<file path="src/rtl/fpu_sign_stage.sv">
// Two-entry sign-injection pipeline (fsgnj/fsgnjn/fsgnjx) with valid/ready on both sides.
// Stage A registers the request; stage B registers the result so out_* are glitch-free.
module fpu_sign_stage (
  input  logic        clk,
  input  logic        rst,
  input  logic        flush,
  input  logic        in_valid,
  output logic        in_ready,
  input  logic [1:0]  in_op,
  input  logic [4:0]  in_tag,
  input  logic [31:0] in_x1,
  input  logic [31:0] in_x2,
  output logic        out_valid,
  input  logic        out_ready,
  output logic [31:0] out_y,
  output logic [4:0]  out_tag,
  output logic        out_illegal,
  output logic [1:0]  count
);

  logic        a_valid;
  logic [1:0]  a_op;
  logic [4:0]  a_tag;
  logic [31:0] a_x1;
  logic [31:0] a_x2;

  logic        b_valid;
  logic [31:0] b_y;
  logic [4:0]  b_tag;
  logic        b_ill;

  logic        b_adv;
  logic        a_move;
  logic        in_fire;
  logic [31:0] res_y;
  logic        res_ill;

  assign b_adv   = !b_valid || out_ready;
  assign a_move  = a_valid && b_adv;
  assign in_ready = !rst && !flush && (!a_valid || a_move);
  assign in_fire = in_valid && in_ready;

  assign out_valid   = b_valid && !flush && !rst;
  assign out_y       = b_y;
  assign out_tag     = b_tag;
  assign out_illegal = b_ill;
  assign count       = {1'b0, a_valid} + {1'b0, b_valid};

  // Only the sign bit is touched; the other 31 bits pass through, so NaN payloads survive.
  always_comb begin
    res_y   = a_x1;
    res_ill = 1'b0;
    case (a_op)
      2'b00:   res_y = {a_x2[31], a_x1[30:0]};
      2'b01:   res_y = {~a_x2[31], a_x1[30:0]};
      2'b10:   res_y = {a_x1[31] ^ a_x2[31], a_x1[30:0]};
      default: res_ill = 1'b1;
    endcase
  end

  always_ff @(posedge clk) begin
    if (rst) begin
      a_valid <= 1'b0;
      a_op    <= '0;
      a_tag   <= '0;
      a_x1    <= '0;
      a_x2    <= '0;
      b_valid <= 1'b0;
      b_y     <= '0;
      b_tag   <= '0;
      b_ill   <= 1'b0;
    end else if (flush) begin
      a_valid <= 1'b0;
      b_valid <= 1'b0;
    end else begin
      if (b_adv) begin
        b_valid <= a_valid;
        if (a_valid) begin
          b_y   <= res_y;
          b_tag <= a_tag;
          b_ill <= res_ill;
        end
      end
      if (in_fire) begin
        a_valid <= 1'b1;
        a_op    <= in_op;
        a_tag   <= in_tag;
        a_x1    <= in_x1;
        a_x2    <= in_x2;
      end else if (a_move) begin
        a_valid <= 1'b0;
      end
    end
  end

endmodule

</file>
<file path="config.mk">
export PLATFORM = sky130hd
export DESIGN_NAME = fpu_sign_stage
export DESIGN_NICKNAME = d
export VERILOG_FILES = /design/src/rtl/fpu_sign_stage.sv
export SDC_FILE = /design/constraint.sdc
export NUM_CORES = 1
export LEC_CHECK = 0
export CORE_MARGIN = 2
export CORE_UTILIZATION = 48
export DETAILED_ROUTE_END_ITERATION = 8
export GPL_TIMING_DRIVEN = 0
export PLACE_DENSITY = 0.82
export SYNTH_ARGS = -nofsm -noshare
export SYNTH_HDL_FRONTEND = slang
export SYNTH_SLANG_ARGS = --single-unit
</file>
<file path="constraint.sdc">
create_clock -name clk -period 2.2 [get_ports clk]
set_input_delay 0.44 -clock clk [delete_from_list [all_inputs] [get_ports clk]]
set_output_delay 0.44 -clock clk [all_outputs]
set_load 0.01 [all_outputs]
</file>
# Word-level counts from Yosys, hierarchy flattened
# Cells that the tools add are included.
[classes]
n_eq_ne = 2
bitwise_logic = 3
n_reduce_logical = 18
mux = 4
addsub = 1
[op_table]
columns = ["operator", "n"]
rows = [
  ["$pmux W32 S3", 1],
  ["$logic_and A1 B1 Y1", 6],
  ["$logic_not A1 Y1", 4],
  ["$mux W1", 3],
  ["$reduce_and A3 Y1", 1],
  ["$reduce_or A3 Y1", 1],
  ["$add A1 B1 Y2", 1],
  ["$eq A2 B1 Y1 const B", 1],
  ["$eq A2 B2 Y1 const B", 1],
  ["$logic_not A2 Y1", 1],
  ["$logic_or A1 B1 Y1", 2],
  ["$not A1 Y1", 2],
  ["$reduce_and A2 Y1", 1],
  ["$reduce_bool A2 Y1", 1],
  ["$reduce_or A2 Y1", 1],
  ["$xor A1 B1 Y1", 1],
]
[totals]
regBits = 111
output_inout_bits = 42
wordCells = 37
inputBits = 76

# Longest topological paths before layout
[depth]
word_depth = 7
depth_mapped = 6
mapped_depth_nobuf = 3

# Least setup slack after synthesis
# OpenSTA, ideal clock, no wires.
[synth_path]
kind = "input-to-output"
start = "input flush"
end = "output out_valid"
n_path_buf = 2
t_required_ns = 1.760
slack_ns = 0.645
arrival_ns = 1.115
cell_stages = 4
cell_sequence = "buf_4 > clkbuf_1 > nor2_1 > and2_1"
[synth_between]
elab_chain_len = 3
[synth_lines]
columns = ["item", "line", "source"]
rows = [
  ["start: declaration", "6", "input logic flush,"],
  ["$logic_not A1 Y1", "43", "assign out_valid = b_valid && !flush && !rst;"],
  ["$logic_and A1 B1 Y1 (2 in series)", "43", ""],
  ["end: declaration", "13", "output logic out_valid,"],
]
# No other way between the ends.

# Worst setup path after layout
[layout_path]
start = "register b_valid"
end = "output in_ready"
[layout_between]
elab_chain_len = 5
[layout_lines]
columns = ["item", "line", "source"]
rows = [
  ["start: declaration", "27", "logic b_valid;"],
  ["start signal: assignment", "77", "b_valid <= a_valid;"],
  ["$logic_not A1 Y1", "38", "assign b_adv = !b_valid || out_ready;"],
  ["$logic_or A1 B1 Y1", "38", ""],
  ["$logic_and A1 B1 Y1", "39", "assign a_move = a_valid && b_adv;"],
  ["$logic_or A1 B1 Y1", "40", "assign in_ready = !rst && !flush && (!a_valid || a_move);"],
  ["$logic_and A1 B1 Y1", "40", ""],
  ["end: declaration", "8", "output logic in_ready,"],
]
# No other way between the ends.

==> results.yml <==
synthesis:
  ys_seq_elements: 80
  synthFlopType: "dfxtp_1"
  syn_avg_cell_area_sq_um: 8.54
  yosysTopAreaCell: "dfxtp_1"
  yosysTopAreaCellShare_pct: 49.6
  synth_edf_count: 0
  synth_seq_area_share_pct: 49.6
  yosysUniqueCellTypes: 29
  synthTopCellsByArea: "dfxtp_1 (50%), nand3_1 (12%), o311ai_1 (11%), a21oi_1 (6.0%), nand2_1 (4.7%)"
  synth.most_common_cell: "dfxtp_1"
  syn_area_sq_um: 3230
  synthTopCellsByCount: "dfxtp_1 (80), nand3_1 (76), nand2_1 (40)"
  yosysWarnings: 0
  ys_async_sr_fraction_pct: 0
  syn_inst: 378
  synth_nets: 455
power:
  pwr-share-clk_pct: 36.2
  ir_drop_uv: 366
  p_seq_share_pct: 54.9
  cellPowerDensity_nw_per_um2: 633
  switchingPower_mw: 0.704
  combPwrFrac_pct: 8.8
  p_int_mw: 2.05
  p_leak_nw: 1.66
  total_power_mw: 2.76
  swShare_pct: 25.5
global_route:
  grt_max_degree: 15
  grt_pass1_wl_um: 14200
  antenna_found_initial: 0
  first_global_vias: 2953
  gr-total-overflow: 0
  grt.total_usage_pct: 24.4
timing:
  finClkSkew_ns: 0.00792
  worstMarginPinSlew_ns: 0.543
  rsz0062_at_grt: "false"
  min_period_ns: 2.04
  max_freq_mhz: 491
  fin_ws_ns: 0.163
  final.setup.tns_ns: 0
  drv_slew: 0
  timing.final.crit_share_pct: 92.6
  finalHoldViolations: 0
  slew_headroom_pct: 63.8
  setup_viol: 0
critical_path:
  cp-end-kind: "output port"
  worst-setup-path-type: "reg -> out"
  cp.arrival_ns: 1.60
  worstPathMaxFanout: 10
  r2r_start: "b_valid$_SDFFE_PP0P_"
  r2r-end: "a_x2[31]$_SDFFE_PP0P_"
  r2r_cells: 4
  start_kind: "flip-flop"
  r2r_slack_ns: 0.78
  crit_required_ns: 1.76
cts:
  cts_buffers: 9
  cts_root_buffer: "clkbuf_8"
  postCtsHoldBufs: 0
  path_clk_slew_ns: 0.08
  clock_sinks: 80
  cts_tree: "done"
  insertion_delay_ns: 0.36
  cts_max_level: 3
  clock_path_buffers: 2
floorplan:
  num_io_pins: 118
  die_y_um: 86.0
  die_w_um: 86.0
  start_util_pct: 50.3
  dieArea_sq_um: 7400
  fp.coreArea_sq_um: 6420
  num_rows: 29
layout:
  seqCellArea_sq_um: 1600
  area_growth_pct: 34.8
  layout.filler_cells: 522
  fin_nets: 549
  multi_input_area_sq_um: 1410
  drive_gt1_share_pct: 9.22
  n_antenna_cell: 0
detailed_routing:
  first_pass_iters: 6
  drc_errors: 0
  routed_wirelength_um: 8780
  drt_iter0_drc: 225
  vias: 3241
  viasPerCell: 5.85
  ant_nets: 0
  wl_per_cell_um: 15.9
placed_design:
  portBuffers: 84
  place.detailed.hpwl_um: 6160
  gp_congestion: 0.854
  pre_cts_slack_ns: -0.434
worst_hold_path:
  min_path_type: "reg -> reg"
  hold_path_startpoint: "a_x1[30]$_SDFFE_PP0P_"
  holdPathEnd: "a_x1[30]$_SDFFE_PP0P_"
  min_path_cells: 2
run:
  maxCapViolCount: 0
run_status:
  status: "complete, no violations"
## metrics by stage
stage	std cells	utilization, %	area [sq um]	hold slack (ns)
detailed placement	539	64.9	4170	0.459
floorplan	378	-	3230	0.441
global placement	539	64.9	4170	0.451
CTS	555	67.8	4360	0.433
global route	554	67.8	4350	0.488
finish	554	67.8	4350	0.470
## placed cells by master, fill, tap and decap left out, drive strengths merged, types with 2 or more instances in the layout
cell / count
a21oi: 39
buf: 21
clkbuf: 34
clkdlybuf4s50: 82
clkinv: 3
clkinvlp: 3
dfxtp: 80
inv: 2
nand2: 40
nand2b: 2
nand3: 76
o21ai: 37
o311ai: 40
## state kept, by name, indices dropped and copies added, names as in the netlist
| signal | flops |
|---|---|
| a_valid | 1 |
| a_x1 | 32 |
| out_y | 32 |
| out_tag | 5 |
| a_op | 2 |
| out_illegal | 1 |
| b_valid | 1 |
| a_tag | 5 |
| a_x2 | 1 |
## routing by layer
layer  up-vias  track usage [%]  wire length (um)
met5         -                0                 0
met4         0             7.50                99
met3        11             5.87               591
met2       127             38.3              4040
met1      1529             33.3              4050
li1       1574                -                 -
## worst max-delay path, stage by stage, from the launching register on
cell and delay (ns):
dfxtp_1 0.41, and3b_2 0.27, buf_2 0.24, nor3_2 0.07, clkdlybuf4s15_2 0.25
## worst max path at each step
stage | slack, ns | to | cells past startpoint | startpoint
2_1_floorplan | 0.64 | out_valid | 4 | flush
4_1_cts | 0.02 | out_valid | 5 | flush
3_5_place_dp | -0.43 | in_ready | 5 | out_ready
6_report | 0.16 | in_ready | 4 | b_valid$_SDFFE_PP0P_
5_1_grt | 0.09 | in_ready | 4 | b_valid$_SDFFE_PP0P_
3_3_place_gp | -0.44 | in_ready | 5 | out_ready
## area by class of cell
type	count	area share (%)
well taps	77	2.21
multi-input cells	250	32.5
flip-flops and latches	80	36.8
clock buffers	10	3.16
clock inverters	6	1.03
inverters	2	0.172
plain buffers	45	4.83
repair buffers	84	19.3
## timing repair
action / CTS / global route
gates resized for setup: 7 / 0
setup buffers: 0 / 0
endpoints found under the setup margin: 2 / 1
## power groups by stage
stage | Combinational (mW) | Sequential (mW) | Clock (mW)
final | 0.244 | 1.51 | 0.998
after global routing | 0.265 | 1.52 | 1.07
after CTS | 0.242 | 1.51 | 1.01
after detailed placement | 0.239 | 1.55 | 0
after global placement | 0.235 | 1.55 | 0
after floorplan | 0.114 | 1.54 | 0
## kinds of logic (layout without fill, tap and decap cells)
kind of cell	count (synthesis)	in the layout	synth area share [%]
AND/OR/NAND/NOR	127	127	18.9
multiplexers	2	2	0.659
adder cells (fa/ha/maj)	1	1	0.388
AO/OA/AOI/OAI	120	120	23.6
flip-flops	80	80	49.6
buffers and inverters	48	147	6.86
Note: power is estimated with default switching activity, not from simulation.
